`config.mk`:
```
export PLATFORM = sky130hd
export DESIGN_NAME = camera_frame_writer_flat
export DESIGN_NICKNAME = d
export VERILOG_FILES = /design/src/rtl/cam_pkg.sv /design/src/rtl/camera_frame_writer_if.sv /design/src/rtl/camera_frame_writer_edge_det.sv /design/src/rtl/camera_frame_writer.sv /design/src/flat_wrapper.sv
export SDC_FILE = /design/constraint.sdc
export NUM_CORES = 1
export LEC_CHECK = 0
export CORE_MARGIN = 10
export CORE_UTILIZATION = 51
export CTS_BUF_LIST = sky130_fd_sc_hd__clkbuf_4 sky130_fd_sc_hd__clkbuf_8 sky130_fd_sc_hd__clkbuf_16
export DETAILED_ROUTE_END_ITERATION = 8
export PLACE_DENSITY = 0.79
export SLEW_MARGIN = 0
export SYNTH_ARGS = -nofsm -noshare
export SYNTH_HDL_FRONTEND = slang
export SYNTH_HIERARCHICAL = 1
export SYNTH_SLANG_ARGS = --single-unit
export TNS_END_PERCENT = 20
```
`constraint.sdc`:
```
create_clock -name clk -period 3.3 [get_ports clk]
set_clock_uncertainty 0.05 [all_clocks]
set_input_delay 0.495 -clock clk [delete_from_list [all_inputs] [get_ports clk]]
set_output_delay 0.495 -clock clk [all_outputs]
set_load 0.1 [all_outputs]
```
`src/rtl/cam_pkg.sv`:
```
// Shared types and geometry constants for the camera frame writer.
package cam_pkg;

  localparam int unsigned H_ACTIVE_DEFAULT = 640;
  localparam int unsigned V_ACTIVE_DEFAULT = 480;
  localparam int unsigned FRAME_PIXELS     = H_ACTIVE_DEFAULT * V_ACTIVE_DEFAULT;

  localparam int unsigned ADDR_W = 25;
  localparam int unsigned DATA_W = 10;
  localparam int unsigned X_W    = 10;
  localparam int unsigned Y_W    = 9;
  localparam int unsigned PIX_W  = 19;
  localparam int unsigned CNT_W  = 16;

  typedef enum logic [1:0] {
    IDLE     = 2'd0,
    WAIT_SOF = 2'd1,
    CAPTURE  = 2'd2
  } cam_state_e;

  typedef struct packed {
    logic [ADDR_W-1:0] addr;
    logic [DATA_W-1:0] din;
  } portc_req_t;

  // Word address of a pixel inside a frame buffer; pix_idx never wraps the buffer.
  function automatic logic [ADDR_W-1:0] pix_addr(input logic [ADDR_W-1:0] base,
                                                 input logic [PIX_W-1:0]  idx);
    return base + ADDR_W'(idx);
  endfunction

endpackage

```
`src/rtl/camera_frame_writer_if.sv`:
```
// SDRAM camera write port (portC) bundle driven by the frame writer.
interface camera_frame_writer_if;
  import cam_pkg::*;

  logic              portC_write;
  logic [ADDR_W-1:0] portC_addr;
  logic [DATA_W-1:0] portC_din;

  modport master (output portC_write, portC_addr, portC_din);
  modport slave  (input  portC_write, portC_addr, portC_din);

endinterface

```
`src/rtl/camera_frame_writer_edge_det.sv`:
```
// Registered previous-value edge detector; edges are combinational on the live input.
module edge_det (
  input  logic clk,
  input  logic rst,
  input  logic d,
  output logic rise_c,
  output logic fall_c
);

  logic d_q;

  always_ff @(posedge clk) begin
    if (rst) d_q <= 1'b0;
    else     d_q <= d;
  end

  assign rise_c = d & ~d_q;
  assign fall_c = ~d & d_q;

endmodule

```
`src/rtl/camera_frame_writer.sv`:
```
// Turns the camera pixel stream into portC SDRAM writes, double-buffering frames
// and publishing the base of the last well-formed frame as the VGA read offset.
module camera_frame_writer
  import cam_pkg::*;
#(
  parameter int unsigned       H_ACTIVE  = H_ACTIVE_DEFAULT,
  parameter int unsigned       V_ACTIVE  = V_ACTIVE_DEFAULT,
  parameter logic [ADDR_W-1:0] BUF0_BASE = 25'd0,
  parameter logic [ADDR_W-1:0] BUF1_BASE = 25'd524288
) (
  input  logic                  clk,
  input  logic                  rst,
  input  logic                  enable,
  input  logic                  cam_vsync,
  input  logic                  cam_href,
  input  logic                  cam_valid,
  input  logic [DATA_W-1:0]     cam_data,
  camera_frame_writer_if.master portc,
  output logic [ADDR_W-1:0]     read_offset,
  output logic                  frame_done,
  output logic                  frame_err,
  output logic [CNT_W-1:0]      frame_count
);

  localparam logic [X_W-1:0] H_LIM = X_W'(H_ACTIVE);
  localparam logic [Y_W-1:0] V_LIM = Y_W'(V_ACTIVE);

  cam_state_e        state_q, state_d;
  logic [X_W-1:0]    x_q, x_d;
  logic [Y_W-1:0]    y_q, y_d;
  logic [PIX_W-1:0]  pix_q, pix_d;
  logic              err_q, err_d;
  logic [ADDR_W-1:0] wr_base_q, wr_base_d;
  logic [ADDR_W-1:0] read_offset_d;
  logic [CNT_W-1:0]  frame_count_d;
  logic              frame_done_d, frame_err_d;
  logic              write_q, write_d;
  portc_req_t        req_q, req_d;

  logic vs_rise_c, vs_fall_c, href_fall_c, href_rise_unused, acc_c;

  edge_det u_vs_edge (
    .clk    (clk),
    .rst    (rst),
    .d      (cam_vsync),
    .rise_c (vs_rise_c),
    .fall_c (vs_fall_c)
  );

  edge_det u_href_edge (
    .clk    (clk),
    .rst    (rst),
    .d      (cam_href),
    .rise_c (href_rise_unused),
    .fall_c (href_fall_c)
  );

  assign acc_c = cam_href & cam_valid & ~cam_vsync & (state_q == CAPTURE);

  // Next-state and datapath; row end is applied before end-of-frame evaluation.
  always_comb begin
    state_d       = state_q;
    x_d           = x_q;
    y_d           = y_q;
    pix_d         = pix_q;
    err_d         = err_q;
    wr_base_d     = wr_base_q;
    read_offset_d = read_offset;
    frame_count_d = frame_count;
    frame_done_d  = 1'b0;
    frame_err_d   = 1'b0;
    write_d       = 1'b0;
    req_d         = req_q;

    unique case (state_q)
      IDLE: begin
        if (enable) state_d = WAIT_SOF;
      end

      WAIT_SOF: begin
        if (vs_fall_c) begin
          state_d = CAPTURE;
          x_d     = '0;
          y_d     = '0;
          pix_d   = '0;
          err_d   = 1'b0;
        end
      end

      CAPTURE: begin
        if (acc_c) begin
          if ((x_q < H_LIM) && (y_q < V_LIM)) begin
            write_d   = 1'b1;
            req_d     = '{addr: pix_addr(wr_base_q, pix_q), din: cam_data};
            x_d       = x_q + X_W'(1);
            pix_d     = pix_q + PIX_W'(1);
          end else begin
            err_d = 1'b1;
          end
        end

        if (href_fall_c) begin
          if (x_q != H_LIM) err_d = 1'b1;
          x_d = '0;
          if (y_q < V_LIM) y_d = y_q + Y_W'(1);
          else             err_d = 1'b1;
        end

        if (vs_rise_c) begin
          if (!err_d && (y_d == V_LIM)) begin
            read_offset_d = wr_base_q;
            wr_base_d     = (wr_base_q == BUF0_BASE) ? BUF1_BASE : BUF0_BASE;
            frame_done_d  = 1'b1;
            frame_count_d = frame_count + CNT_W'(1);
          end else begin
            frame_err_d = 1'b1;
          end
          state_d = enable ? WAIT_SOF : IDLE;
        end
      end

      default: state_d = IDLE;
    endcase
  end

  always_ff @(posedge clk) begin
    if (rst) state_q <= IDLE;
    else     state_q <= state_d;
  end

  always_ff @(posedge clk) begin
    if (rst) begin
      x_q         <= '0;
      y_q         <= '0;
      pix_q       <= '0;
      err_q       <= 1'b0;
      wr_base_q   <= BUF0_BASE;
      read_offset <= BUF1_BASE;
      frame_count <= '0;
      frame_done  <= 1'b0;
      frame_err   <= 1'b0;
      write_q     <= 1'b0;
      req_q       <= '0;
    end else begin
      x_q         <= x_d;
      y_q         <= y_d;
      pix_q       <= pix_d;
      err_q       <= err_d;
      wr_base_q   <= wr_base_d;
      read_offset <= read_offset_d;
      frame_count <= frame_count_d;
      frame_done  <= frame_done_d;
      frame_err   <= frame_err_d;
      write_q     <= write_d;
      req_q       <= req_d;
    end
  end

  assign portc.portC_write = write_q;
  assign portc.portC_addr  = req_q.addr;
  assign portc.portC_din   = req_q.din;

endmodule
```
`src/flat_wrapper.sv`:
```
// flat-port wrapper written by rule: the top's interface ports become plain ports
module camera_frame_writer_flat import cam_pkg::*;
#(
  parameter int unsigned       H_ACTIVE  = H_ACTIVE_DEFAULT,
  parameter int unsigned       V_ACTIVE  = V_ACTIVE_DEFAULT,
  parameter logic [ADDR_W-1:0] BUF0_BASE = 25'd0,
  parameter logic [ADDR_W-1:0] BUF1_BASE = 25'd524288
)
  (clk, rst, enable, cam_vsync, cam_href, cam_valid, cam_data, read_offset, frame_done, frame_err, frame_count, portc_portC_write, portc_portC_addr, portc_portC_din);
  camera_frame_writer_if portc_i ();
  input  logic clk;
  input  logic rst;
  input  logic enable;
  input  logic cam_vsync;
  input  logic cam_href;
  input  logic cam_valid;
  input  logic [DATA_W-1:0] cam_data;
  output logic [ADDR_W-1:0] read_offset;
  output logic frame_done;
  output logic frame_err;
  output logic [CNT_W-1:0] frame_count;
  output wire logic [$bits(portc_i.portC_write)-1:0] portc_portC_write;
  output wire logic [$bits(portc_i.portC_addr)-1:0] portc_portC_addr;
  output wire logic [$bits(portc_i.portC_din)-1:0] portc_portC_din;
  assign portc_portC_write = portc_i.portC_write;
  assign portc_portC_addr = portc_i.portC_addr;
  assign portc_portC_din = portc_i.portC_din;
  camera_frame_writer #(.H_ACTIVE(H_ACTIVE), .V_ACTIVE(V_ACTIVE), .BUF0_BASE(BUF0_BASE), .BUF1_BASE(BUF1_BASE)) u_core (.clk(clk), .rst(rst), .enable(enable), .cam_vsync(cam_vsync), .cam_href(cam_href), .cam_valid(cam_valid), .cam_data(cam_data), .portc(portc_i), .read_offset(read_offset), .frame_done(frame_done), .frame_err(frame_err), .frame_count(frame_count));
endmodule
```
**Yosys cells after proc, flatten, opt, wreduce, memory -nomap -nowiden**

Index checks and enable logic that the tools add are counted.

- Bits in registers: 147

- Add/sub/neg operators: 5
- Magnitude comparators: 2
- Equality and inequality tests: 11
- Multiplexer cells: 31
- Bitwise operators: 12
- Reduce and logical (&&, ||, !) cells: 14

Operator list:

| operator | count |
|---|---|
| 19-bit two-way mux | 3 |
| 10-bit two-way mux | 4 |
| 19-bit one-hot mux with 2 select lines | 1 |
| 9-bit two-way mux | 4 |
| 25-bit by 19-bit adder with 25-bit output | 1 |
| 25-bit zero test | 1 |
| 20-bit two-way mux | 1 |
| 10-bit one-hot mux with 2 select lines | 1 |
| 19-bit by 1-bit adder with 19-bit output, second input constant | 1 |
| 9-bit one-hot mux with 2 select lines | 1 |
| 16-bit by 1-bit adder with 16-bit output, second input constant | 1 |
| 1-bit two-way mux | 11 |
| 10-bit by 1-bit adder with 10-bit output, second input constant | 1 |
| 10-bit < comparator, second input constant | 1 |
| 10-bit inequality test, second input constant | 1 |
| 9-bit by 1-bit adder with 9-bit output, second input constant | 1 |
| 9-bit == test, second input constant | 1 |
| 9-bit < comparator, second input constant | 1 |
| 3-bit AND reduction | 3 |
| 2-bit inequality test, second input constant | 4 |
| 4-bit AND reduction | 2 |
| 1-bit AND | 6 |
| 2-bit two-way mux | 3 |
| 1-bit inverter | 6 |
| 13 further kinds | 15 |

**Longest topological paths before layout**

Gate-level depths: netlist (run 1).

- Depth after elaboration: 11
- Gate-level depth with buffers: 10
- Gate-level depth less buffers: 8

**Hierarchy**

The synthesis (run 1) kept the hierarchy.

By module, submodules not included:

| module | times used | cells an instance | area an instance (sq um) | sequential area each (sq um) |
|---|---|---|---|---|
| camera_frame_writer | 1 | 551 | 4,428.0 | 1,841.8 |
| edge_det | 2 | 4 | 38.8 | 20.0 |

**Least setup slack after synthesis (run 1)**

Ideal clock, no wire load.

- Kind: in2reg
- Start: input cam_href
- End: register u_core.frame_count[14]
- Arrival time: 2.645 ns
- Required time: 3.180 ns
- Path slack: 0.535 ns
- Cell stages on the path: 9
- Cell sequence: nor2b_1 > clkbuf_1 > nand2_1 > nor4b_1 > o22ai_1 > a2111o_1 > buf_2 > or4_1 > a21oi_1

- Cells in the longest elaborated chain, start to end: 11
- Elaborated cells between the ends (all ways): 16
- Classes of those cells: eq/ne: 1; mux: 7; bitwise: 5; reduce/logical: 3

RTL lines:

| item | line | text |
|---|---|---|
| start, declared | flat_wrapper.sv:15 | `input logic cam_href;` |
| 1-bit AND (3 in series) | camera_frame_writer.sv:58 | `assign acc_c = cam_href & cam_valid & ~cam_vsync & (state_q == CAPTURE);` |
| 1-bit two-way mux | camera_frame_writer.sv:91 | `if (acc_c) begin` |
| 1-bit two-way mux | camera_frame_writer.sv:103 | `if (x_q != H_LIM) err_d = 1'b1;` |
| 1-bit two-way mux | camera_frame_writer.sv:105 | `if (y_q < V_LIM) y_d = y_q + Y_W'(1);` |
| 1-bit two-way mux | camera_frame_writer.sv:102 | `if (href_fall_c) begin` |
| 1-bit two-way mux | camera_frame_writer.sv:75 | `unique case (state_q)` |
| 1-bit zero test | camera_frame_writer.sv:110 | `if (!err_d && (y_d == V_LIM)) begin` |
| 1-bit logical AND * | camera_frame_writer.sv:110 |  |
| 3-bit AND reduction (no line) * | -- |  |
| end signal, assigned | camera_frame_writer.sv:151 | `frame_count <= frame_count_d;` |
| end, declared | camera_frame_writer.sv:22 | `output logic [CNT_W-1:0] frame_count` |

Every way passes the cells marked *; elsewhere a longest branch is shown, timed or not. The select of a mux whose other input is x is not followed.
A chain may end at the register's enable or synchronous reset.

**Final worst setup path (run 1)**

- Start: input cam_href
- End: register u_core.frame_count[6]

- Elaborated cells between the ends (all ways): 16
- Classes of those cells: eq/ne: 1; mux: 7; bitwise: 5; reduce/logical: 3

RTL lines:

| item | line | text |
|---|---|---|
| 1-bit inverter * | camera_frame_writer_edge_det.sv:18 | `assign fall_c = ~d & d_q;` |
| 1-bit AND * | camera_frame_writer_edge_det.sv:18 |  |
| net u_core.href_fall_c | camera_frame_writer.sv:40 | `logic vs_rise_c, vs_fall_c, href_fall_c, href_rise_unused, acc_c;` |
| 9-bit two-way mux or 1-bit two-way mux (tied branches) | camera_frame_writer.sv:102 |  |
| 9-bit two-way mux or 1-bit two-way mux (tied branches) | camera_frame_writer.sv:75 |  |
| 9-bit == test or 1-bit zero test (tied branches) | camera_frame_writer.sv:110 |  |
| 1-bit logical AND * | camera_frame_writer.sv:110 |  |
| 3-bit AND reduction (no line) * | -- |  |

The timed path passes the listed nets; every way through them passes the cells marked *. The select of a mux whose other input is x is not followed.

==> summary.md, run 1 <==
| Metric | Value |
|---|---|
| Unrepaired setup endpoints after global routing | no |
| Outcome | finished clean |
| DRT antenna net count | 0 |
| CTS root buffer | clkbuf_8 |
| H-tree depth | 3 |
| Slew Limit Fails | 0 |
| Rows | 34 |
| Final hold slack | 0.409 ns |
| CTS Buf Count | 9 |
| Slew HR | 0.338 |
| Worst vdd ir | about 230 uV |
| Startpoint Class | input pin |
| DR pass1 iterations | 5 |
| Warnings from Yosys | 6 |
| Largest net degree at the start of global routing | 38 |
| P_leak | ~1.9 nW |
| Crit-path leading delay family | simple AND/OR/NAND/NOR gates |
| Post-CTS Hold Buffers | 0 |
| Crit path max fanout | 37 |
| Nature of the critical path endpoint | register |
| RD Place Congestion | 0.844 |
| Drt drc | 0 |
| Max incr delay on CP | 0.51 ns |
| Vias in the first global route | ~3800 |
| Vias | 4080 |
| Average wire per cell in the routed design | ~15 um |
| CTS Sinks | between 90 and 100 |
| PostCTS Resize Cnt | 0 |
| CTS clk-pin slew, worst paths | 0.10 ns |
| Post-Route WL | 10700 um |
| Maximum root-to-sink buffer count | 2 |
| Nets@finish | 640 |
| Worst path most repeated cell | or4_1 |
| Commonest non-fill, non-tap cells in the layout | dfxtp_1, nand2_1, a21oi_1 |
| IO Pins | 95 |
| Syn_area_per_cell | 8.06 um2 |
| Setup Buffers After CTS | 0 |
| Post-detailed-route via-to-cell ratio | 5.60 |
| Number of fill cells | 750 |
| Die Y | between 100 and 150 um |
| Worst path cell trace | clkdlybuf4s50_1 > nor2b_1 > nand2_2 > or4_1 > o31a_1 > a2111o_1 > buf_12 > or4_1 > a21oi_1 |
| Area grow syn2layout | 17.6% |
| Global-route wire length before repair | approximately 18000 um |
| Slowest CP cell | or4_1 |
| CP Class | in -> reg |
| Core area | 8640 um2 |
| Critical path buffer and inverter count | 2 |
| Share of cells above drive strength 1 | 0.0935 |
| Chip Width | between 100 and 150 um |
| Antenna diode count | 0 |
| Die area | 13000 um2 |
| Endpoints failing hold | 0 |
| Least-Margin Pin Slew | 0.990 ns |
| CTS tree | done |
| Commonest non-fill, non-tap cell in the layout | dfxtp_1 |
| Overall Global Routing Usage | 0.161 |
| Mapped Cells | 558 |
| Grt total ovfl | 0 |
| Pwr dens | approximately 410 nW/um2 |
| Setup TNS | 0 ns |
| Port Buf Inserts | 65 |
| HP Class | reg -> reg |
| Tmin final | 2.92 ns |
| Multi-input logic area | approximately 2300 um2 |
| Starting Density | 0.521 |
| Worst-Skew Late Latency | about 0.37 ns |
| Antenna violations before repair | 0 |
| Final setup viols | 0 |
| Period utilization | 0.886 |
| Crit path DAT | 3.17 ns |
| DR iter-0 viols | 323 |
| Storage cell area | 1880 um2 |
| WP data required | 3.54 ns |
| Fmax | 342 MHz |
| Max-cap violation count | 0 |
| DP HPWL | approximately 7600 um |
| Post-Syn Area | ~4500 um2 |
==> sequential cells by signal (all words and copies together), names as in the netlist, 2 cells and up <==
name / count
u_core/pix_q: 19
u_core/y_q: 9
u_core/frame_count: 16
u_core/state_q: 2
u_core/portc.portC_din: 10
u_core/x_q: 10
u_core/portc.portC_addr: 20
==> final cells by class <==
type | instances | area share
inverter | 13 | 0.00922
sequential | 94 | 0.356
timing repair buffer | 77 | 0.131
clock inverter | 6 | 0.0102
multi-input combinational | 420 | 0.442
tap | 108 | 0.0255
clock buffer | 10 | 0.0260
==> per-stage QoR <==
step	cells	instance area (um2)	utilization	setup slack (ns)	total power (W)
global route	728	5290	0.613	0.202	0.00223
CTS	728	5290	0.613	0.398	0.00217
floorplan	586	4600	-	0.535	0.00141
detailed placement	712	5100	0.591	0.0270	0.00143
finish	728	5290	0.613	0.375	0.00215
global placement	712	5100	0.591	0.0984	0.00143
==> layer usage <==
| layer | part of all wire | global-route usage |
|---|---|---|
| met1 | 0.45 | 0.198 |
| met2 | 0.46 | 0.261 |
| met3 | 0.077 | 0.0462 |
| met4 | 0.013 | 0.0568 |
| met5 | 0 | 0 |
==> worst min-delay path, delay by kind of cell, from the launching register on <==
| kind | cells | cell delay (ns) |
|---|---|---|
| DFF | 1 | 0.32 |
| and+or+nand+nor | 1 | 0.05 |
| AOI/OAI and AO/OA | 1 | 0.05 |
==> where the power goes <==
part           switching [W]  leakage [nW]  internal [W]
clock               0.000436        0.0890      0.000308
sequential        0.00000559         0.758       0.00114
combinational       0.000219          1.06     0.0000426
==> path summary, 6_finish.rpt <==
path | from | to | slack [ns] | cells past startpoint
hold / removal | u_core/portc.portC_addr[19] | u_core/portc.portC_addr[19] | 0.41 | 2
hold reg to reg | u_core/portc.portC_addr[19] | u_core/portc.portC_addr[19] | 0.41 | 2
setup reg to reg | u_core/y_q[0] | u_core/frame_count[6] | 0.41 | 8
setup / recovery | cam_href | u_core/frame_count[6] | 0.38 | 9
Note: power is estimated with default switching activity, not from simulation.
==> inputs of run 2 (changes only) <==
--- a/config.mk
+++ b/config.mk
@@ -5,14 +5,15 @@
 export SDC_FILE = /design/constraint.sdc
 export NUM_CORES = 1
 export LEC_CHECK = 0
+export CORE_ASPECT_RATIO = 1.75
 export CORE_MARGIN = 10
-export CORE_UTILIZATION = 51
+export CORE_UTILIZATION = 55
 export CTS_BUF_LIST = sky130_fd_sc_hd__clkbuf_4 sky130_fd_sc_hd__clkbuf_8 sky130_fd_sc_hd__clkbuf_16
 export DETAILED_ROUTE_END_ITERATION = 8
-export PLACE_DENSITY = 0.79
+export DONT_BUFFER_PORTS = 1
+export PLACE_DENSITY = 0.69
 export SLEW_MARGIN = 0
 export SYNTH_ARGS = -nofsm -noshare
 export SYNTH_HDL_FRONTEND = slang
-export SYNTH_HIERARCHICAL = 1
 export SYNTH_SLANG_ARGS = --single-unit
 export TNS_END_PERCENT = 20
==> run 2 against run 1 <==
  * Critical path depth is 2 lower
  * Die area is 4.7% lower
  * Sequential power hardly changed
  * Non-clock buffer count is 56 lower
  * Critical endpoint is now u_core.frame_count[9]
  * Largest cell class unchanged
==> summary.md, run 2 <==
| Metric | Value |
|---|---|
| Final std cells w/o fill | 653 (was 728) |
| Most common library cells after synthesis | dfxtp_1, nand2_1, a21oi_1 |
| Overall Power | 0.00244 W (was 0.00215 W) |
| Slew HR | 0.298 (was 0.338) |
| Final setup viols | 0 (unchanged) |
| Die area | 12400 um2 (was 13000 um2) |
| R2r endpoint | u_core.frame_count[9] (was u_core/frame_count[6]) |
| CTS Sinks | 94 (unchanged) |
| Most instantiated library cell after synthesis | dfxtp_1 |
| PostCTS Resize Cnt | 0 (unchanged) |
| Post-synthesis sequential area ratio | 0.417 |
| DR iter-0 viols | 248 (was 323) |
| Slowest CP cell | or3b_1 (was or4_1) |
| WP data required | 3.49 ns (was 3.54 ns) |
| Number of fill cells | 718 (was 750) |
| Max incr delay on CP | 0.63 ns (was 0.51 ns) |
| Post-detailed-route via-to-cell ratio | 5.84 (was 5.60) |
| Rows | 43 (was 34) |
| Area grow syn2layout | 7.93% (was 17.6%) |
| Vias | 3815 (was 4080) |
| Setup TNS | 0 ns (unchanged) |
| Outcome | finished clean (unchanged) |
| Reg2reg start | u_core.y_q[0] (was u_core/y_q[0]) |
| Cells on worst reg2reg path | 7 (was 8) |
| Grt total ovfl | 0 (unchanged) |
| Global-route wire length before repair | 17300 um (was 18000 um) |
| CTS clk-pin slew, worst paths | 0.07 ns (was 0.10 ns) |
| Unrepaired setup endpoints after global routing | no (unchanged) |
| Syn_area_per_cell | 8.07 um2 (was 8.06 um2) |
| Critical Path End | u_core.frame_count[9] (was u_core/frame_count[6]) |
| H-tree depth | 3 (unchanged) |
| Max-cap violation count | 0 (unchanged) |
| Vias in the first global route | 3633 (was 3827) |
| Warnings from Yosys | 0 (was 6) |
| DP HPWL | 7780 um (was 7640 um) |
| Drt drc | 0 (unchanged) |
| DRT antenna net count | 0 (unchanged) |
| Cells after DPL | 637 (was 712) |
| IO Pins | 95 (unchanged) |
| Nets@finish | 579 (was 640) |
| Async SR Flop Fraction | 0 |
| Commonest non-fill, non-tap cells in the layout | dfxtp_1, nand2_1, a21oi_1 (unchanged) |
| Nature of the critical path endpoint | register (unchanged) |
| Crit path max fanout | 20 (was 37) |
| Overall Global Routing Usage | 0.175 (was 0.161) |
| Core area | 7960 um2 (was 8640 um2) |
| Synth area leaders | dfxtp_1, nand2_1, a21oi_1 |
| Antenna diode count | 0 (unchanged) |
| Pwr dens | 502 nW/um2 (was 406 nW/um2) |
| Synth Flop Type | dfxtp_1 |
| Fmax | 346 MHz (was 342 MHz) |
| Starting Density | 0.567 (was 0.521) |
| Share of the synthesized area in the top cell type | 0.417 |
| Setup Buffers After CTS | 0 (unchanged) |
| HP Class | in -> reg (was reg -> reg) |
| CTS Buf Count | 9 (unchanged) |
| Mapped Cells | 559 (was 558) |
| Die Y | 140 um (was 114 um) |
| Post-Syn Area | 4510 um2 (was 4500 um2) |
| Post-synth EDFFs | 0 |
| Slew Limit Fails | 0 (unchanged) |
| Average wire per cell in the routed design | 16.4 um (was 14.7 um) |
| RD Place Congestion | 0.891 (was 0.844) |
| Share of cells above drive strength 1 | 0.0870 (was 0.0935) |
| Endpoints failing hold | 0 (unchanged) |
| Commonest non-fill, non-tap cell in the layout | dfxtp_1 (unchanged) |
| Least-Margin Pin Slew | 1.05 ns (was 0.990 ns) |
| Antenna violations before repair | 0 (unchanged) |
| Cell variety after synth | 58 |
| Max reg flops | 20 (unchanged) |
| Worst vdd ir | 369 uV (was 229 uV) |
| R2R Setup Slk | 0.41 ns (about the same) |
| CTS tree | done (unchanged) |
| Worst path cell trace | ha_1 > and4_1 > a31oi_1 > a21oi_2 > or3b_1 > nor4_1 > mux2_2 (was clkdlybuf4s50_1 > nor2b_1 > nand2_2 > or4_1 > o31a_1 > a2111o_1 > buf_12 > or4_1 > a21oi_1) |
| CP Class | reg -> reg (was in -> reg) |
| Cell taking the most area after synthesis | dfxtp_1 |
| Setup crit start | u_core.y_q[0] (was cam_href) |
| Period utilization | 0.875 (was 0.886) |
| Largest net degree at the start of global routing | 82 (was 38) |
| CTS root buffer | clkbuf_16 (was clkbuf_8) |
| Hold Crit Depth | 1 (was 2) |
| Post-Route WL | 10700 um (about the same) |
| Worst-Skew Late Latency | 0.35 ns (was 0.37 ns) |
| Post-CTS Hold Buffers | 0 (unchanged) |
| Chip Width | 88.5 um (was 114 um) |
| Crit path DAT | 3.08 ns (was 3.17 ns) |
| Synth Register Bits | 94 |
| P_leak | 1.69 nW (was 1.91 nW) |
| DR pass1 iterations | 4 (was 5) |
| Maximum root-to-sink buffer count | 2 (unchanged) |
| Port Buf Inserts | 0 (was 65) |
| Startpoint Class | register (was input pin) |
| Tmin final | 2.89 ns (was 2.92 ns) |
[run 2: stage by stage]
| stage | hold slack [ns] | instance area (um2) | setup slack [ns] | utilization |
|---|---|---|---|---|
| detailed placement | 0.406 | 4540 | 0.432 | 0.570 |
| global placement | 0.400 | 4540 | 0.536 | 0.570 |
| finish | 0.167 | 4870 | 0.412 | 0.612 |
| CTS | 0.157 | 4870 | 0.415 | 0.612 |
| global route | 0.153 | 4870 | 0.197 | 0.612 |
| floorplan | 0.387 | 4620 | 0.833 | - |
[run 2: routing by layer]
layer,wire length (um),share of wire,GRT usage,vias up
met1,3680,0.34,0.164,1798
met5,0,0,0,-
met2,5980,0.56,0.319,100
li1,-,-,-,1893
met4,322,0.030,0.0881,0
met3,746,0.070,0.0579,24
[run 2: area by class of cell]
cell class                      count  area [um2]  area share
Clock inverter                      5        81.3      0.0167
Multi-Input combinational cell    424        2360       0.485
Tap cell                           90         113      0.0231
Inverter                            8        30.0     0.00617
Timing Repair Buffer               21         158      0.0324
Clock buffer                       11         246      0.0506
Sequential cell                    94        1880       0.386
[run 2: cells by family after synthesis]
group                    Yosys count  share of synthesized area
AO/OA/AOI/OAI                    118                      0.155
XOR/XNOR                          16                     0.0311
adder cells (fa/ha/maj)            5                     0.0139
buffers and inverters             69                     0.0851
flip-flops                        94                      0.417
multiplexers                       8                     0.0191
other                              1                   0.000831
AND/OR/NAND/NOR                  248                      0.278
[run 2: report_power, final]
| part | total [W] | internal, W | switching [W] |
|---|---|---|---|
| clock network | 0.00113 | 0.000694 | 0.000434 |
| registers | 0.00114 | 0.00114 | 0.00000510 |
| logic | 0.000174 | 0.0000110 | 0.000163 |
[run 2: worst max-delay path: cells and delay by family, from the launching register on]
kind | cells | cell delay, ns
flip-flops | 1 | 0.43
AND/OR/NAND/NOR | 3 | 1.28
adder cells (fa/ha/maj) | 1 | 0.37
AO/OA/AOI/OAI | 2 | 0.28
multiplexers | 1 | 0.37
[run 2: how the worst min path moves through the flow]
stage / startpoint / end / slack [ns]
3_5_place_dp: u_core.pix_q[18] / u_core.portc.portC_addr[18] / 0.41
6_report: rst / u_core.frame_count[12] / 0.17
5_1_grt: rst / u_core.frame_count[10] / 0.15
4_1_cts: rst / u_core.frame_count[10] / 0.16
3_3_place_gp: u_core.wr_base_q[19] / u_core.portc.portC_addr[19] / 0.40
2_1_floorplan: u_core.wr_base_q[19] / u_core.portc.portC_addr[19] / 0.39
